===== config.mk =====
export PLATFORM = sky130hd
export DESIGN_NAME = aug_batch_loader_flat
export DESIGN_NICKNAME = d
export VERILOG_FILES = /design/src/rtl/aug_batch_loader_if.sv /design/src/rtl/aug_batch_loader.sv /design/src/flat_wrapper.sv
export SDC_FILE = /design/constraint.sdc
export NUM_CORES = 1
export LEC_CHECK = 0
export CAP_MARGIN = 10
export CORE_ASPECT_RATIO = 1.25
export CORE_MARGIN = 3
export CORE_UTILIZATION = 23
export CTS_BUF_LIST = sky130_fd_sc_hd__clkbuf_16
export DETAILED_ROUTE_END_ITERATION = 8
export PLACE_DENSITY = 0.42
export SYNTH_ARGS = -nofsm -noshare
export SYNTH_HDL_FRONTEND = slang
export SYNTH_SLANG_ARGS = --single-unit

===== constraint.sdc =====
create_clock -name clk -period 9.2 [get_ports clk]
set_input_delay 0.92 -clock clk [delete_from_list [all_inputs] [get_ports clk]]
set_output_delay 0.92 -clock clk [all_outputs]
set_load 0.1 [all_outputs]

===== src/rtl/aug_batch_loader_if.sv =====
// aug_batch_loader_if: bundles the buffer-BRAM read port, augmentation-BRAM write port,
// kernel output and the per-buffer ready/release handshake of the batch loader.
interface aug_batch_loader_if #(
  parameter int ADDR_WIDTH_PS  = 32,
  parameter int DATA_WIDTH_PS  = 32,
  parameter int ADDR_WIDTH_INT = 11,
  parameter int PIXEL_WIDTH    = 8,
  parameter int KERNEL_SIZE    = 9,
  parameter int KERNEL_WIDTH   = 12,
  parameter int NUM_CHANNELS   = 2
);
  logic                                 read_kernel;
  logic                                 start;
  logic [ADDR_WIDTH_PS-1:0]             bram_buffer_addr;
  logic [DATA_WIDTH_PS-1:0]             bram_buffer_data;
  logic [ADDR_WIDTH_INT-1:0]            aug_bram_addr;
  logic [PIXEL_WIDTH-1:0]               aug_bram_data;
  logic [NUM_CHANNELS-1:0]              aug_bram_w_enable;
  logic [KERNEL_SIZE*KERNEL_WIDTH-1:0]  kernel_out;
  logic                                 kernel_valid;
  logic [1:0]                           buf_ready;
  logic [1:0]                           buf_release;
  logic                                 busy;
  logic                                 done;
  logic [15:0]                          images_loaded;
  logic [31:0]                          stall_cycles;

  modport master (
    input  read_kernel, start, bram_buffer_data, buf_release,
    output bram_buffer_addr, aug_bram_addr, aug_bram_data, aug_bram_w_enable,
           kernel_out, kernel_valid, buf_ready, busy, done, images_loaded, stall_cycles
  );

  modport slave (
    output read_kernel, start, bram_buffer_data, buf_release,
    input  bram_buffer_addr, aug_bram_addr, aug_bram_data, aug_bram_w_enable,
           kernel_out, kernel_valid, buf_ready, busy, done, images_loaded, stall_cycles
  );
endinterface


===== src/rtl/aug_batch_loader.sv =====
// aug_batch_loader: loads the conv kernel and unpacks image batches into ping-pong aug BRAM regions.
// Define AUG_LOADER_STALL_CNT_EN to enable the WAIT_BUF stall cycle counter on stall_cycles.
module aug_batch_loader #(
  parameter int                        ADDR_WIDTH_PS    = 32,
  parameter int                        DATA_WIDTH_PS    = 32,
  parameter int                        ADDR_WIDTH_INT   = 11,
  parameter int                        PIXEL_WIDTH      = 8,
  parameter int                        NUM_IMAGES       = 16,
  parameter int                        NUM_PIXELS       = 784,
  parameter int                        KERNEL_SIZE      = 9,
  parameter int                        KERNEL_WIDTH     = 12,
  parameter int                        NUM_CHANNELS     = 2,
  parameter int                        READ_LATENCY     = 1,
  parameter logic [ADDR_WIDTH_PS-1:0]  KERNEL_BASE_ADDR = 32'h0000_0000,
  parameter logic [ADDR_WIDTH_PS-1:0]  IMAGE_BASE_ADDR  = 32'h0000_0024,
  parameter logic [ADDR_WIDTH_INT-1:0] BRAM_INT_BASE1   = 11'h000,
  parameter logic [ADDR_WIDTH_INT-1:0] BRAM_INT_BASE2   = 11'h310
) (
  input logic               clk,
  input logic               reset,
  aug_batch_loader_if.master bus
);
  localparam int PPW    = DATA_WIDTH_PS / PIXEL_WIDTH;
  localparam int PIX_W  = $clog2(NUM_PIXELS + 1);
  localparam int SLOT_W = (PPW > 1) ? $clog2(PPW) : 1;
  localparam int WAIT_W = $clog2(READ_LATENCY + 1);
  localparam int KCNT_W = $clog2(KERNEL_SIZE + READ_LATENCY + 1);
  localparam logic [ADDR_WIDTH_PS-1:0] ADDR_STEP = ADDR_WIDTH_PS'(DATA_WIDTH_PS / 8);

  typedef enum logic [2:0] {IDLE, KREAD, WAIT_BUF, FETCH, UNPACK, FINISH} state_t;

  state_t                              r_state;
  logic [ADDR_WIDTH_PS-1:0]            r_addr;
  logic [KCNT_W-1:0]                   r_kcnt;
  logic [KERNEL_SIZE*KERNEL_WIDTH-1:0] r_kernel;
  logic                                r_kernel_valid;
  logic [WAIT_W-1:0]                   r_wait;
  logic [DATA_WIDTH_PS-1:0]            r_word;
  logic [SLOT_W-1:0]                   r_slot;
  logic [PIX_W-1:0]                    r_pix;
  logic [ADDR_WIDTH_INT-1:0]           r_aug_addr;
  logic [PIXEL_WIDTH-1:0]              r_aug_data;
  logic                                r_aug_we;
  logic [15:0]                         r_images_loaded;
  logic                                r_done;
  logic [1:0]                          r_buf_ready;

  logic                      w_buf;
  logic [ADDR_WIDTH_INT-1:0] w_base;
  logic                      w_start_batch;
  logic                      w_image_done;
  logic [1:0]                w_set_ready;
  logic [KCNT_W-1:0]         w_kslot;

  // The image index equals the number of images already completed, so its LSB picks ping or pong.
  assign w_buf         = r_images_loaded[0];
  assign w_base        = w_buf ? BRAM_INT_BASE2 : BRAM_INT_BASE1;
  assign w_start_batch = (r_state == IDLE) && !bus.read_kernel && bus.start;
  assign w_image_done  = (r_state == UNPACK) && (r_slot == SLOT_W'(PPW - 1)) &&
                         (r_pix == PIX_W'(NUM_PIXELS));
  assign w_set_ready   = w_image_done ? (2'b01 << w_buf) : 2'b00;
  assign w_kslot       = r_kcnt - KCNT_W'(READ_LATENCY);

  always_ff @(posedge clk or negedge reset) begin
    if (!reset) begin
      r_state         <= IDLE;
      r_addr          <= '0;
      r_kcnt          <= '0;
      r_kernel        <= '0;
      r_kernel_valid  <= 1'b0;
      r_wait          <= '0;
      r_word          <= '0;
      r_slot          <= '0;
      r_pix           <= '0;
      r_aug_addr      <= '0;
      r_aug_data      <= '0;
      r_aug_we        <= 1'b0;
      r_images_loaded <= '0;
      r_done          <= 1'b0;
    end else begin
      case (r_state)
        IDLE: begin
          if (bus.read_kernel) begin
            r_kernel_valid <= 1'b0;
            r_kcnt         <= '0;
            r_addr         <= KERNEL_BASE_ADDR;
            r_state        <= KREAD;
          end else if (bus.start) begin
            r_done          <= 1'b0;
            r_images_loaded <= '0;
            r_addr          <= IMAGE_BASE_ADDR;
            r_pix           <= '0;
            r_state         <= WAIT_BUF;
          end
        end
        // Addresses stream out one per cycle; slot i is captured READ_LATENCY cycles behind its address.
        KREAD: begin
          r_kcnt <= r_kcnt + 1'b1;
          if (r_kcnt < KCNT_W'(KERNEL_SIZE - 1))
            r_addr <= r_addr + ADDR_STEP;
          if (r_kcnt >= KCNT_W'(READ_LATENCY)) begin
            r_kernel[w_kslot*KERNEL_WIDTH +: KERNEL_WIDTH] <= bus.bram_buffer_data[KERNEL_WIDTH-1:0];
            if (w_kslot == KCNT_W'(KERNEL_SIZE - 1)) begin
              r_kernel_valid <= 1'b1;
              r_state        <= IDLE;
            end
          end
        end
        WAIT_BUF: begin
          if (!r_buf_ready[w_buf]) begin
            r_wait  <= '0;
            r_state <= FETCH;
          end
        end
        FETCH: begin
          if (r_wait == WAIT_W'(READ_LATENCY)) begin
            r_word     <= bus.bram_buffer_data >> PIXEL_WIDTH;
            r_aug_data <= bus.bram_buffer_data[PIXEL_WIDTH-1:0];
            r_aug_addr <= w_base + ADDR_WIDTH_INT'(r_pix);
            r_aug_we   <= 1'b1;
            r_pix      <= r_pix + 1'b1;
            r_slot     <= '0;
            r_state    <= UNPACK;
          end else begin
            r_wait <= r_wait + 1'b1;
          end
        end
        // Images are contiguous in the buffer, so the word address simply keeps counting across images.
        UNPACK: begin
          if (r_slot == SLOT_W'(PPW - 1)) begin
            r_aug_we <= 1'b0;
            r_addr   <= r_addr + ADDR_STEP;
            if (r_pix == PIX_W'(NUM_PIXELS)) begin
              r_images_loaded <= r_images_loaded + 1'b1;
              r_state         <= FINISH;
            end else begin
              r_wait  <= '0;
              r_state <= FETCH;
            end
          end else begin
            r_aug_data <= r_word[PIXEL_WIDTH-1:0];
            r_word     <= r_word >> PIXEL_WIDTH;
            r_aug_addr <= w_base + ADDR_WIDTH_INT'(r_pix);
            r_pix      <= r_pix + 1'b1;
            r_slot     <= r_slot + 1'b1;
          end
        end
        FINISH: begin
          if (r_images_loaded == 16'(NUM_IMAGES)) begin
            r_done  <= 1'b1;
            r_state <= IDLE;
          end else begin
            r_pix   <= '0;
            r_state <= WAIT_BUF;
          end
        end
        default: r_state <= IDLE;
      endcase
    end
  end

  // A release beats a same-cycle set; start wipes both buffers for the new batch.
  always_ff @(posedge clk or negedge reset) begin
    if (!reset)
      r_buf_ready <= '0;
    else if (w_start_batch)
      r_buf_ready <= '0;
    else
      r_buf_ready <= (r_buf_ready | w_set_ready) & ~bus.buf_release;
  end

`ifdef AUG_LOADER_STALL_CNT_EN
  logic [31:0] r_stall_cycles;

  always_ff @(posedge clk or negedge reset) begin
    if (!reset)
      r_stall_cycles <= '0;
    else if (w_start_batch)
      r_stall_cycles <= '0;
    else if ((r_state == WAIT_BUF) && (r_stall_cycles != 32'hFFFF_FFFF))
      r_stall_cycles <= r_stall_cycles + 1'b1;
  end

  assign bus.stall_cycles = r_stall_cycles;
`else
  assign bus.stall_cycles = '0;
`endif

  assign bus.bram_buffer_addr  = r_addr;
  assign bus.aug_bram_addr     = r_aug_addr;
  assign bus.aug_bram_data     = r_aug_data;
  assign bus.aug_bram_w_enable = {NUM_CHANNELS{r_aug_we}};
  assign bus.kernel_out        = r_kernel;
  assign bus.kernel_valid      = r_kernel_valid;
  assign bus.buf_ready         = r_buf_ready;
  assign bus.busy              = (r_state != IDLE);
  assign bus.done              = r_done;
  assign bus.images_loaded     = r_images_loaded;
endmodule


===== src/flat_wrapper.sv =====
// flat-port wrapper written by rule: the top's interface ports become plain ports
module aug_batch_loader_flat 
#(
  parameter int                        ADDR_WIDTH_PS    = 32,
  parameter int                        DATA_WIDTH_PS    = 32,
  parameter int                        ADDR_WIDTH_INT   = 11,
  parameter int                        PIXEL_WIDTH      = 8,
  parameter int                        NUM_IMAGES       = 16,
  parameter int                        NUM_PIXELS       = 784,
  parameter int                        KERNEL_SIZE      = 9,
  parameter int                        KERNEL_WIDTH     = 12,
  parameter int                        NUM_CHANNELS     = 2,
  parameter int                        READ_LATENCY     = 1,
  parameter logic [ADDR_WIDTH_PS-1:0]  KERNEL_BASE_ADDR = 32'h0000_0000,
  parameter logic [ADDR_WIDTH_PS-1:0]  IMAGE_BASE_ADDR  = 32'h0000_0024,
  parameter logic [ADDR_WIDTH_INT-1:0] BRAM_INT_BASE1   = 11'h000,
  parameter logic [ADDR_WIDTH_INT-1:0] BRAM_INT_BASE2   = 11'h310
)
  (clk, reset, bus_read_kernel, bus_start, bus_bram_buffer_data, bus_buf_release, bus_bram_buffer_addr, bus_aug_bram_addr, bus_aug_bram_data, bus_aug_bram_w_enable, bus_kernel_out, bus_kernel_valid, bus_buf_ready, bus_busy, bus_done, bus_images_loaded, bus_stall_cycles);
  aug_batch_loader_if #(.ADDR_WIDTH_PS(ADDR_WIDTH_PS), .DATA_WIDTH_PS(DATA_WIDTH_PS), .ADDR_WIDTH_INT(ADDR_WIDTH_INT), .PIXEL_WIDTH(PIXEL_WIDTH), .KERNEL_SIZE(KERNEL_SIZE), .KERNEL_WIDTH(KERNEL_WIDTH), .NUM_CHANNELS(NUM_CHANNELS)) bus_i ();
  input logic clk;
  input logic reset;
  input wire logic [$bits(bus_i.read_kernel)-1:0] bus_read_kernel;
  input wire logic [$bits(bus_i.start)-1:0] bus_start;
  input wire logic [$bits(bus_i.bram_buffer_data)-1:0] bus_bram_buffer_data;
  input wire logic [$bits(bus_i.buf_release)-1:0] bus_buf_release;
  output wire logic [$bits(bus_i.bram_buffer_addr)-1:0] bus_bram_buffer_addr;
  output wire logic [$bits(bus_i.aug_bram_addr)-1:0] bus_aug_bram_addr;
  output wire logic [$bits(bus_i.aug_bram_data)-1:0] bus_aug_bram_data;
  output wire logic [$bits(bus_i.aug_bram_w_enable)-1:0] bus_aug_bram_w_enable;
  output wire logic [$bits(bus_i.kernel_out)-1:0] bus_kernel_out;
  output wire logic [$bits(bus_i.kernel_valid)-1:0] bus_kernel_valid;
  output wire logic [$bits(bus_i.buf_ready)-1:0] bus_buf_ready;
  output wire logic [$bits(bus_i.busy)-1:0] bus_busy;
  output wire logic [$bits(bus_i.done)-1:0] bus_done;
  output wire logic [$bits(bus_i.images_loaded)-1:0] bus_images_loaded;
  output wire logic [$bits(bus_i.stall_cycles)-1:0] bus_stall_cycles;
  assign bus_i.read_kernel = bus_read_kernel;
  assign bus_i.start = bus_start;
  assign bus_i.bram_buffer_data = bus_bram_buffer_data;
  assign bus_i.buf_release = bus_buf_release;
  assign bus_bram_buffer_addr = bus_i.bram_buffer_addr;
  assign bus_aug_bram_addr = bus_i.aug_bram_addr;
  assign bus_aug_bram_data = bus_i.aug_bram_data;
  assign bus_aug_bram_w_enable = bus_i.aug_bram_w_enable;
  assign bus_kernel_out = bus_i.kernel_out;
  assign bus_kernel_valid = bus_i.kernel_valid;
  assign bus_buf_ready = bus_i.buf_ready;
  assign bus_busy = bus_i.busy;
  assign bus_done = bus_i.done;
  assign bus_images_loaded = bus_i.images_loaded;
  assign bus_stall_cycles = bus_i.stall_cycles;
  aug_batch_loader #(.ADDR_WIDTH_PS(ADDR_WIDTH_PS), .DATA_WIDTH_PS(DATA_WIDTH_PS), .ADDR_WIDTH_INT(ADDR_WIDTH_INT), .PIXEL_WIDTH(PIXEL_WIDTH), .NUM_IMAGES(NUM_IMAGES), .NUM_PIXELS(NUM_PIXELS), .KERNEL_SIZE(KERNEL_SIZE), .KERNEL_WIDTH(KERNEL_WIDTH), .NUM_CHANNELS(NUM_CHANNELS), .READ_LATENCY(READ_LATENCY), .KERNEL_BASE_ADDR(KERNEL_BASE_ADDR), .IMAGE_BASE_ADDR(IMAGE_BASE_ADDR), .BRAM_INT_BASE1(BRAM_INT_BASE1), .BRAM_INT_BASE2(BRAM_INT_BASE2)) u_core (.clk(clk), .reset(reset), .bus(bus_i));
endmodule

# After elaboration in Yosys (flattened, before gate mapping)
# Cells that the tools add are included.
dict set report word_totals {
  out_inout_bits 214
  wordCells 145
  inputBits 38
  reg_bits 232
}
dict set report classes {
  n_bitwise 3
  n_eq_ne 24
  reduce_logical 25
  n_shift 3
  n_mul 1
  addsub 9
  muxes 62
  magnitude_cmp 3
}
# operator n
set ops {}
lappend ops {{32-bit 2-to-1 mux} 6}
lappend ops {{108-bit bitwise mux} 1}
lappend ops {{12-bit by 34-bit variable shift with 108-bit output, first input constant} 1}
lappend ops {{12-bit by 34-bit variable part select with 108-bit output} 1}
lappend ops {{32-bit case mux with 3 select lines} 1}
lappend ops {{16-bit 2-to-1 mux} 4}
lappend ops {{32-bit case mux with 2 select lines} 1}
lappend ops {{10-bit 2-to-1 mux} 6}
lappend ops {{10-bit case mux with 4 select lines} 1}
lappend ops {{8-bit negator with 34-bit output} 1}
lappend ops {{32-bit by 3-bit adder with 32-bit output, second input constant} 1}
lappend ops {{16-bit case mux with 2 select lines} 1}
lappend ops {{3-bit 2-to-1 mux} 8}
lappend ops {{11-bit 2-to-1 mux} 2}
lappend ops {{11-bit case mux with 2 select lines} 1}
lappend ops {{2-bit != test, second input constant} 9}
lappend ops {{3-bit case mux with 6 select lines} 1}
lappend ops {{16-bit by 1-bit adder with 16-bit output, second input constant} 1}
lappend ops {{16-bit by 5-bit equality test with 1-bit output, second input constant} 1}
lappend ops {{8-bit 2-to-1 mux} 2}
lappend ops {{8-bit case mux with 2 select lines} 1}
lappend ops {{4-bit AND reduction} 4}
lappend ops {{1-bit 2-to-1 mux} 14}
lappend ops {{6-bit AND reduction} 2}
lappend ops {{other kinds (37)} 59}

# Logic depth before layout (Yosys ltp)
# Gate-level depths: netlist of run 1.
dict set report logic_depth {
  word_depth 7
  mapped_depth 17
  depth_no_buf 13
}

# Worst setup path after synthesis of run 1
# OpenSTA, ideal clock, no wires.
dict set report synth_path {
  path_type {register to register}
  start {reg u_core.r_kcnt[0]}
  end {reg u_core.r_kernel[4], in the netlist u_core.bus.kernel_out[4]}
  t_required_ns 9.074
  period_less_slack_ns 4.429
  path_buffers 3
  setup_time_ns 0.126
  t_arrival_ns 4.303
  path_stages_with_launch 16
  path_slack_ns 4.771
  path_cell_list {dfrtp_1 > buf_2 > clkinv_1 > ha_1 > xor2_2 > clkbuf_1 > ha_1 > xor2_2 > nor2_1 > and3_1 > ha_1 > nand2_1 > nor2_1 > buf_4 > a21oi_2 > mux2_2}
}
dict set report synth_between {
  elab_chain_cells 5
  elab_cells_between_ends 8
  cone_classes {add/sub (2); mul (1); order compare (1); shift (2); mux (1); reduce/logical (1)}
}
# item line
set synth_rtl {}
lappend synth_rtl {{start: declaration} aug_batch_loader.sv:34} ;# logic [KCNT_W-1:0] r_kcnt;
lappend synth_rtl {{start signal: assignment} aug_batch_loader.sv:98} ;# r_kcnt <= r_kcnt + 1'b1;
lappend synth_rtl {{4-bit by 1-bit subtractor with 4-bit output} aug_batch_loader.sv:62} ;# assign w_kslot = r_kcnt - KCNT_W'(READ_LATENCY);
lappend synth_rtl {{4-bit by 2-bit multiplier with 6-bit output} aug_batch_loader.sv:102} ;# r_kernel[w_kslot*KERNEL_WIDTH +: KERNEL_WIDTH] <= bus.bram_buffer_data[KERNEL_WIDTH-1:0];
lappend synth_rtl {{8-bit negator with 34-bit output} aug_batch_loader.sv:102}
lappend synth_rtl {{12-bit by 34-bit variable part select with 108-bit output / 12-bit by 34-bit variable shift with 108-bit output (equally long branches)} aug_batch_loader.sv:102}
lappend synth_rtl {{108-bit bitwise mux} aug_batch_loader.sv:102}
lappend synth_rtl {{end signal: indexed assignment} aug_batch_loader.sv:102}
lappend synth_rtl {{end: declaration} aug_batch_loader.sv:35} ;# logic [KERNEL_SIZE*KERNEL_WIDTH-1:0] r_kernel;
# Parallel ways exist; a longest one is shown, timed or not.
# A chain may end at the register's enable or synchronous reset.

# Worst setup path after layout of run 1
# Same ends and word-level chain as after synthesis.

==> results of run 1 <==
==> cells by family after synthesis <==
family | count (synthesis)
adder cells (fa/ha/maj) | 20
other | 1
XOR/XNOR | 43
multiplexers | 113
AND/OR/NAND/NOR | 436
flip-flops | 222
buffers and inverters | 113
AO/OA/AOI/OAI | 208
==> Yosys cell counts (8+ instances only) <==
master / instances
o21ai_0: 53
nor4_1: 11
nand4_1: 11
inv_1: 18
a22oi_1: 8
xor2_1: 16
nor3_1: 30
nand3_1: 44
and4_1: 9
a21oi_1: 30
o22ai_1: 11
ha_1: 19
xnor2_1: 22
clkbuf_1: 41
buf_1: 8
dfrtp_1: 222
mux2_2: 108
a22o_1: 14
a31oi_1: 35
buf_4: 37
a21o_1: 9
and3_1: 18
nand2_1: 145
nor2_1: 111
==> final cells by class <==
| class | instances | area share |
|---|---|---|
| multi-input combinational | 854 | 0.371 |
| clock buffer | 27 | 0.0440 |
| sequential | 222 | 0.362 |
| clock inverter | 23 | 0.0166 |
| tap | 651 | 0.0531 |
| timing repair buffer | 230 | 0.148 |
| inverter | 21 | 0.00514 |
==> worst max-delay path, cell delays in order, from the launching register on <==
cell	delay (ns)
dfrtp_1	0.33
buf_4	0.39
clkinv_1	0.35
ha_1	0.92
inv_1	0.51
fa_1	0.62
xor2_2	0.45
nor2_1	0.10
and3_1	0.19
ha_1	0.35
a2111oi_4	0.48
and4_1	0.59
a21oi_2	0.13
mux2_2	0.30
==> metrics by stage <==
stage               area (um2)  hold WS, ns  setup slack [ns]   util  std cells
CTS                      15300        0.371              3.39  0.308       2028
detailed placement       14400        0.459              3.44  0.290       1978
global placement         14400        0.454              3.61  0.290       1978
global route             15300        0.402              2.94  0.308       2028
floorplan                11800        0.439              4.77      -       1189
finish                   15300        0.362              3.35  0.308       2028
==> state kept, by name, summed over array words and instances, names as in the netlist, 4 cells and up <==
| name | count |
|---|---|
| u_core.bus.aug_bram_addr | 11 |
| u_core.r_kcnt | 4 |
| u_core.bus.bram_buffer_addr | 30 |
| u_core.bus.aug_bram_data | 8 |
| u_core.bus.kernel_out | 108 |
| u_core.r_word | 24 |
| u_core.r_pix | 10 |
| u_core.bus.images_loaded | 16 |
==> final timing paths <==
kind                                                               end  cells past startpoint  slack [ns]
max reg2reg                       u_core.bus.kernel_out[4]$_DFFE_PN0P_                     13        3.35
min in group clk               u_core.bus.aug_bram_addr[5]$_DFFE_PN0P_                      2        0.47
min reg2reg                    u_core.bus.aug_bram_addr[5]$_DFFE_PN0P_                      2        0.47
min                                      u_core.r_state[2]$_DFFE_PN0P_                      1        0.36
max in group asynchronous  u_core.bus.bram_buffer_addr[27]$_DFFE_PN0P_                      2        7.38
max                               u_core.bus.kernel_out[4]$_DFFE_PN0P_                     13        3.35
==> layer usage <==
layer  vias up  wire length, um  share of wire  GRT usage
met5         -                0              0          0
met1      4674            15700           0.41      0.165
li1       4460                -              -          -
met4         0              739          0.019     0.0332
met3        40             1940          0.050     0.0259
met2       251            20300           0.52      0.260
==> impl_metrics.env, run 1 <==
export IMPL_ioPinCount=252
export IMPL_synth_xor_area_frac=0.0366
export IMPL_area_growth_pct=31.3
export IMPL_yosysSeqAreaShare=0.475
export IMPL_async_flop_share=1.00
export IMPL_critPathMaxFanout=38
export IMPL_nets=1414
export IMPL_netlist_instances=1156
export IMPL_muxShareOfSynthArea=0.108
export IMPL_post_cts_buffers=0
export IMPL_min_period_ns=5.85
export IMPL_num_rows=91
export IMPL_ctsHoldBuffers=0
export IMPL_cp_startpoint="u_core.r_kcnt[0]$_DFFE_PN0P_"
export IMPL_wirelength_um=38700
export IMPL_clk_pin_slew_ns=0.06
export IMPL_setup_tns_final_ns=0
export IMPL_synth_top_family_by_area="simple AND/OR/NAND/NOR gates"
export IMPL_endpoint_kind="flop"
export IMPL_drv_cap=0
export IMPL_dieArea_mm2=0.0536
export IMPL_insertedDiodeCount=0
export IMPL_antenna_found_initial=0
export IMPL_worst_pin_slew_ns=1.12
export IMPL_start_util=0.235
export IMPL_netlist_cell_type_count=78
export IMPL_grtUsageTotal=0.140
export IMPL_synth_seq_cells=222
export IMPL_finalSetupViolCount=0
export IMPL_maxSlewViolCount=0
export IMPL_cts_sinks=222
export IMPL_initialDrtViolationCount=422
export IMPL_detail_route_first_pass_iterations=5
export IMPL_io_buffers=217
export IMPL_num_fill_cells=5137
export IMPL_slew_headroom=0.251
export IMPL_die_w_um=208
export IMPL_syn_cell_area_mm2=0.0117
export IMPL_ctsResizeCount=0
export IMPL_core_mm2=0.0498
export IMPL_htree_num_levels=1
export IMPL_regArea_mm2=0.00556
export IMPL_synth_area_leaders="dfrtp_1 48%, mux2_2 10%, nand2_1 4.7%, nor2_1 3.6%, buf_4 2.4%"
export IMPL_path_class="reg -> reg"
export IMPL_die_y_um=258
export IMPL_synthAdderAreaFrac=0.0221
export IMPL_final_cell_mix="222 x dfrtp_1, 216 x clkdlybuf4s50_1, 145 x nand2_1"
export IMPL_avgRoutedWirePerCell_um=19.1
export IMPL_grt_start_max_net_pins=82
export IMPL_vias_per_cell=4.65
export IMPL_synth_compound_area_frac=0.123
export IMPL_clock_latency_ns=0.56
export IMPL_gp_congestion=0.789
export IMPL_cts_buffers_inserted=27
export IMPL_tritoncts="yes"
export IMPL_gr_total_overflow=0
export IMPL_grt_pass1_wl_um=59600
export IMPL_period_share=0.636
export IMPL_rsz0062_at_grt="no"
export IMPL_final_common_cell="dfrtp_1"
export IMPL_synth_top_cell_area_share=0.475
export IMPL_hold_class="in -> async"
export IMPL_crit_required_ns=9.64
export IMPL_clock_root_buffer="clkbuf_16"
export IMPL_status="completed"
export IMPL_syn_area_per_cell_um2=10.1
export IMPL_vias=9425
export IMPL_r2r_start="u_core.r_kcnt[0]$_DFFE_PN0P_"
export IMPL_multiInputGateArea_mm2=0.00569
export IMPL_synth_simple_area_share=0.184
export IMPL_yosysTopAreaCell="dfrtp_1"
export IMPL_grt_pass1_vias=9650
export IMPL_yosys_warnings=0
export IMPL_final_hold_viol_count=0
export IMPL_clock_path_buffers=3
export IMPL_setup_worst_path_start_class="flop"
export IMPL_ant_nets=0
export IMPL_hpwl_um=28500
export IMPL_ys_flop_type="dfrtp_1"
export IMPL_drc=0
export IMPL_drive_gt1_frac=0.145
export IMPL_synth_edf_count=0
export IMPL_max_freq_mhz=171
export IMPL_fin_worst_skew_ns=0.0247
export IMPL_worstPathArrival_ns=6.29
Power of run 1 is not shown: default switching activity piles up to over one toggle a cycle in this logic, so the estimate is an artifact.
==> run 2, diff against run 1 <==
==> constraint.sdc (replaced) <==
create_clock -name clk -period 5.9 [get_ports clk]
set_input_delay 0.59 -clock clk [delete_from_list [all_inputs] [get_ports clk]]
set_output_delay 0.59 -clock clk [all_outputs]
set_load 0.1 [all_outputs]
==> run 2 against run 1 <==
  * Setup slack got worse by 2.5 ns
  * Utilization about the same
  * Fmax increased by 15%
  * Count of clock-buffer cells in the layout unchanged
  * Die area unchanged
  * Sequential share of layout area about the same
  * Flip-flop and latch count unchanged
  * Via count about the same
  * Largest cell class unchanged
==> impl_metrics.env, run 2 (synthesized netlist as in run 1, its figures left out) <==
export IMPL_status="completed"
export IMPL_fin_worst_skew_ns=0.0139
export IMPL_ant_nets=0
export IMPL_clock_latency_ns=0.55
export IMPL_worst_pin_slew_ns=1.14
export IMPL_ioPinCount=252
export IMPL_critical_path_slowest_cell="nor2_1"
export IMPL_post_cts_buffers=0
export IMPL_grt_pass1_vias=9577
export IMPL_final_common_cell="dfrtp_1"
export IMPL_slew_headroom=0.238
export IMPL_gp_congestion=0.823
export IMPL_antenna_found_initial=0
export IMPL_clock_root_buffer="clkbuf_16"
export IMPL_finalSetupViolCount=0
export IMPL_avgRoutedWirePerCell_um=19.3
export IMPL_tritoncts="yes"
export IMPL_path_cells="clkinv_1 > ha_1 > buf_4 > inv_1 > fa_1 > xor2_2 > nor2_1 > and3_1 > ha_1 > nand2_1 > nor2_1 > buf_4 > a31oi_4 > mux2_2"
export IMPL_vias=9421
export IMPL_drive_gt1_frac=0.141
export IMPL_cp_slowest_stage_delay_ns=0.58
export IMPL_endpoint_kind="flop"
export IMPL_detail_route_first_pass_iterations=5
export IMPL_grt_pass1_wl_um=59900
export IMPL_drc=0
export IMPL_insertedDiodeCount=0
export IMPL_final_cell_mix="222 x dfrtp_1, 216 x clkdlybuf4s50_1, 145 x nand2_1"
export IMPL_dieArea_mm2=0.0536
export IMPL_critPathMaxFanout=28
export IMPL_rsz0062_at_grt="no"
export IMPL_setup_worst_path_start_class="flop"
export IMPL_num_rows=91
export IMPL_cts_buffers_inserted=27
export IMPL_grtUsageTotal=0.141
export IMPL_multiInputGateArea_mm2=0.00569
export IMPL_clk_pin_slew_ns=0.06
export IMPL_min_period_ns=5.09
export IMPL_max_freq_mhz=196
export IMPL_initialDrtViolationCount=420
export IMPL_regArea_mm2=0.00556
export IMPL_start_util=0.235
export IMPL_hpwl_um=28400
export IMPL_nets=1413
export IMPL_path_class="reg -> reg"
export IMPL_ctsHoldBuffers=0
export IMPL_gr_total_overflow=0
export IMPL_io_buffers=217
export IMPL_grt_start_max_net_pins=132
export IMPL_clock_path_buffers=3
export IMPL_setup_tns_final_ns=0
export IMPL_largest_reg_flops=108
export IMPL_drv_cap=0
export IMPL_num_fill_cells=5187
export IMPL_die_w_um=208
export IMPL_worstPathArrival_ns=5.52
export IMPL_hold_class="in -> async"
export IMPL_ctsResizeCount=0
export IMPL_period_share=0.863
export IMPL_crit_required_ns=6.33
export IMPL_area_growth_pct=31.1
export IMPL_htree_num_levels=1
export IMPL_core_mm2=0.0498
export IMPL_cts_sinks=222
export IMPL_wirelength_um=39100
export IMPL_final_hold_viol_count=0
export IMPL_maxSlewViolCount=0
export IMPL_vias_per_cell=4.65
export IMPL_die_y_um=258
run 2: cell types whose count changed in the layout (fill, tap and decap cells not counted), sizes merged:
cell / delta
clkinv: -2
clkinvlp: -2
inv: +2
buf: -1
run 2: final timing paths:
check                                                          endpoint  slack (ns)                                     from  cells after the start
worst max-delay path               u_core.bus.kernel_out[9]$_DFFE_PN0P_        0.81             u_core.r_kcnt[0]$_DFFE_PN0P_                     14
worst min-delay path                  u_core.bus.buf_ready[1]$_DFF_PN0_        0.06                                    reset                      1
worst max register to register     u_core.bus.kernel_out[9]$_DFFE_PN0P_        0.81             u_core.r_kcnt[0]$_DFFE_PN0P_                     14
worst min register to register  u_core.bus.aug_bram_addr[4]$_DFFE_PN0P_        0.47  u_core.bus.aug_bram_addr[4]$_DFFE_PN0P_                      2
max in group asynchronous       u_core.bus.aug_bram_addr[7]$_DFFE_PN0P_        4.60                                    reset                      2
min in group clk                u_core.bus.aug_bram_addr[4]$_DFFE_PN0P_        0.47  u_core.bus.aug_bram_addr[4]$_DFFE_PN0P_                      2
run 2: through the flow:
step           area (um2)  std cells  hold WS [ns]  setup WS [ns]  utilization
6_report            15300       2025        0.0643          0.808        0.308
5_1_grt             15300       2025         0.103          0.499        0.308
4_1_cts             15300       2025        0.0889          0.750        0.308
3_5_place_dp        14400       1977         0.457          0.780        0.290
3_3_place_gp        14400       1977         0.454          0.881        0.290
2_1_floorplan       11800       1189         0.294           1.47            -
run 2: critical path: cells and delay by family (launching register included):
kind | cells | cell delay, ns
and+or+nand+nor | 4 | 1.20
AOI/OAI and AO/OA | 1 | 0.12
adders and majority gates | 3 | 1.34
buffers and inverters | 4 | 1.19
DFF | 1 | 0.36
muxes | 1 | 0.30
xor gates and xnor gates | 1 | 0.44
run 2: cell type report:
cell class	instances	area share
multi-input combinational	854	0.371
sequential	222	0.363
timing repair buffer	229	0.149
tap	651	0.0532
clock buffer	27	0.0441
clock inverter	21	0.0152
inverter	21	0.00514
run 2: metal layers:
metal	global-route usage	up-vias	part of all wire
li1	-	4457	-
met1	0.171	4684	0.41
met4	0.0382	0	0.021
met2	0.256	233	0.52
met3	0.0233	47	0.047
met5	0	-	0
Power of run 2 is left out for the same reason.
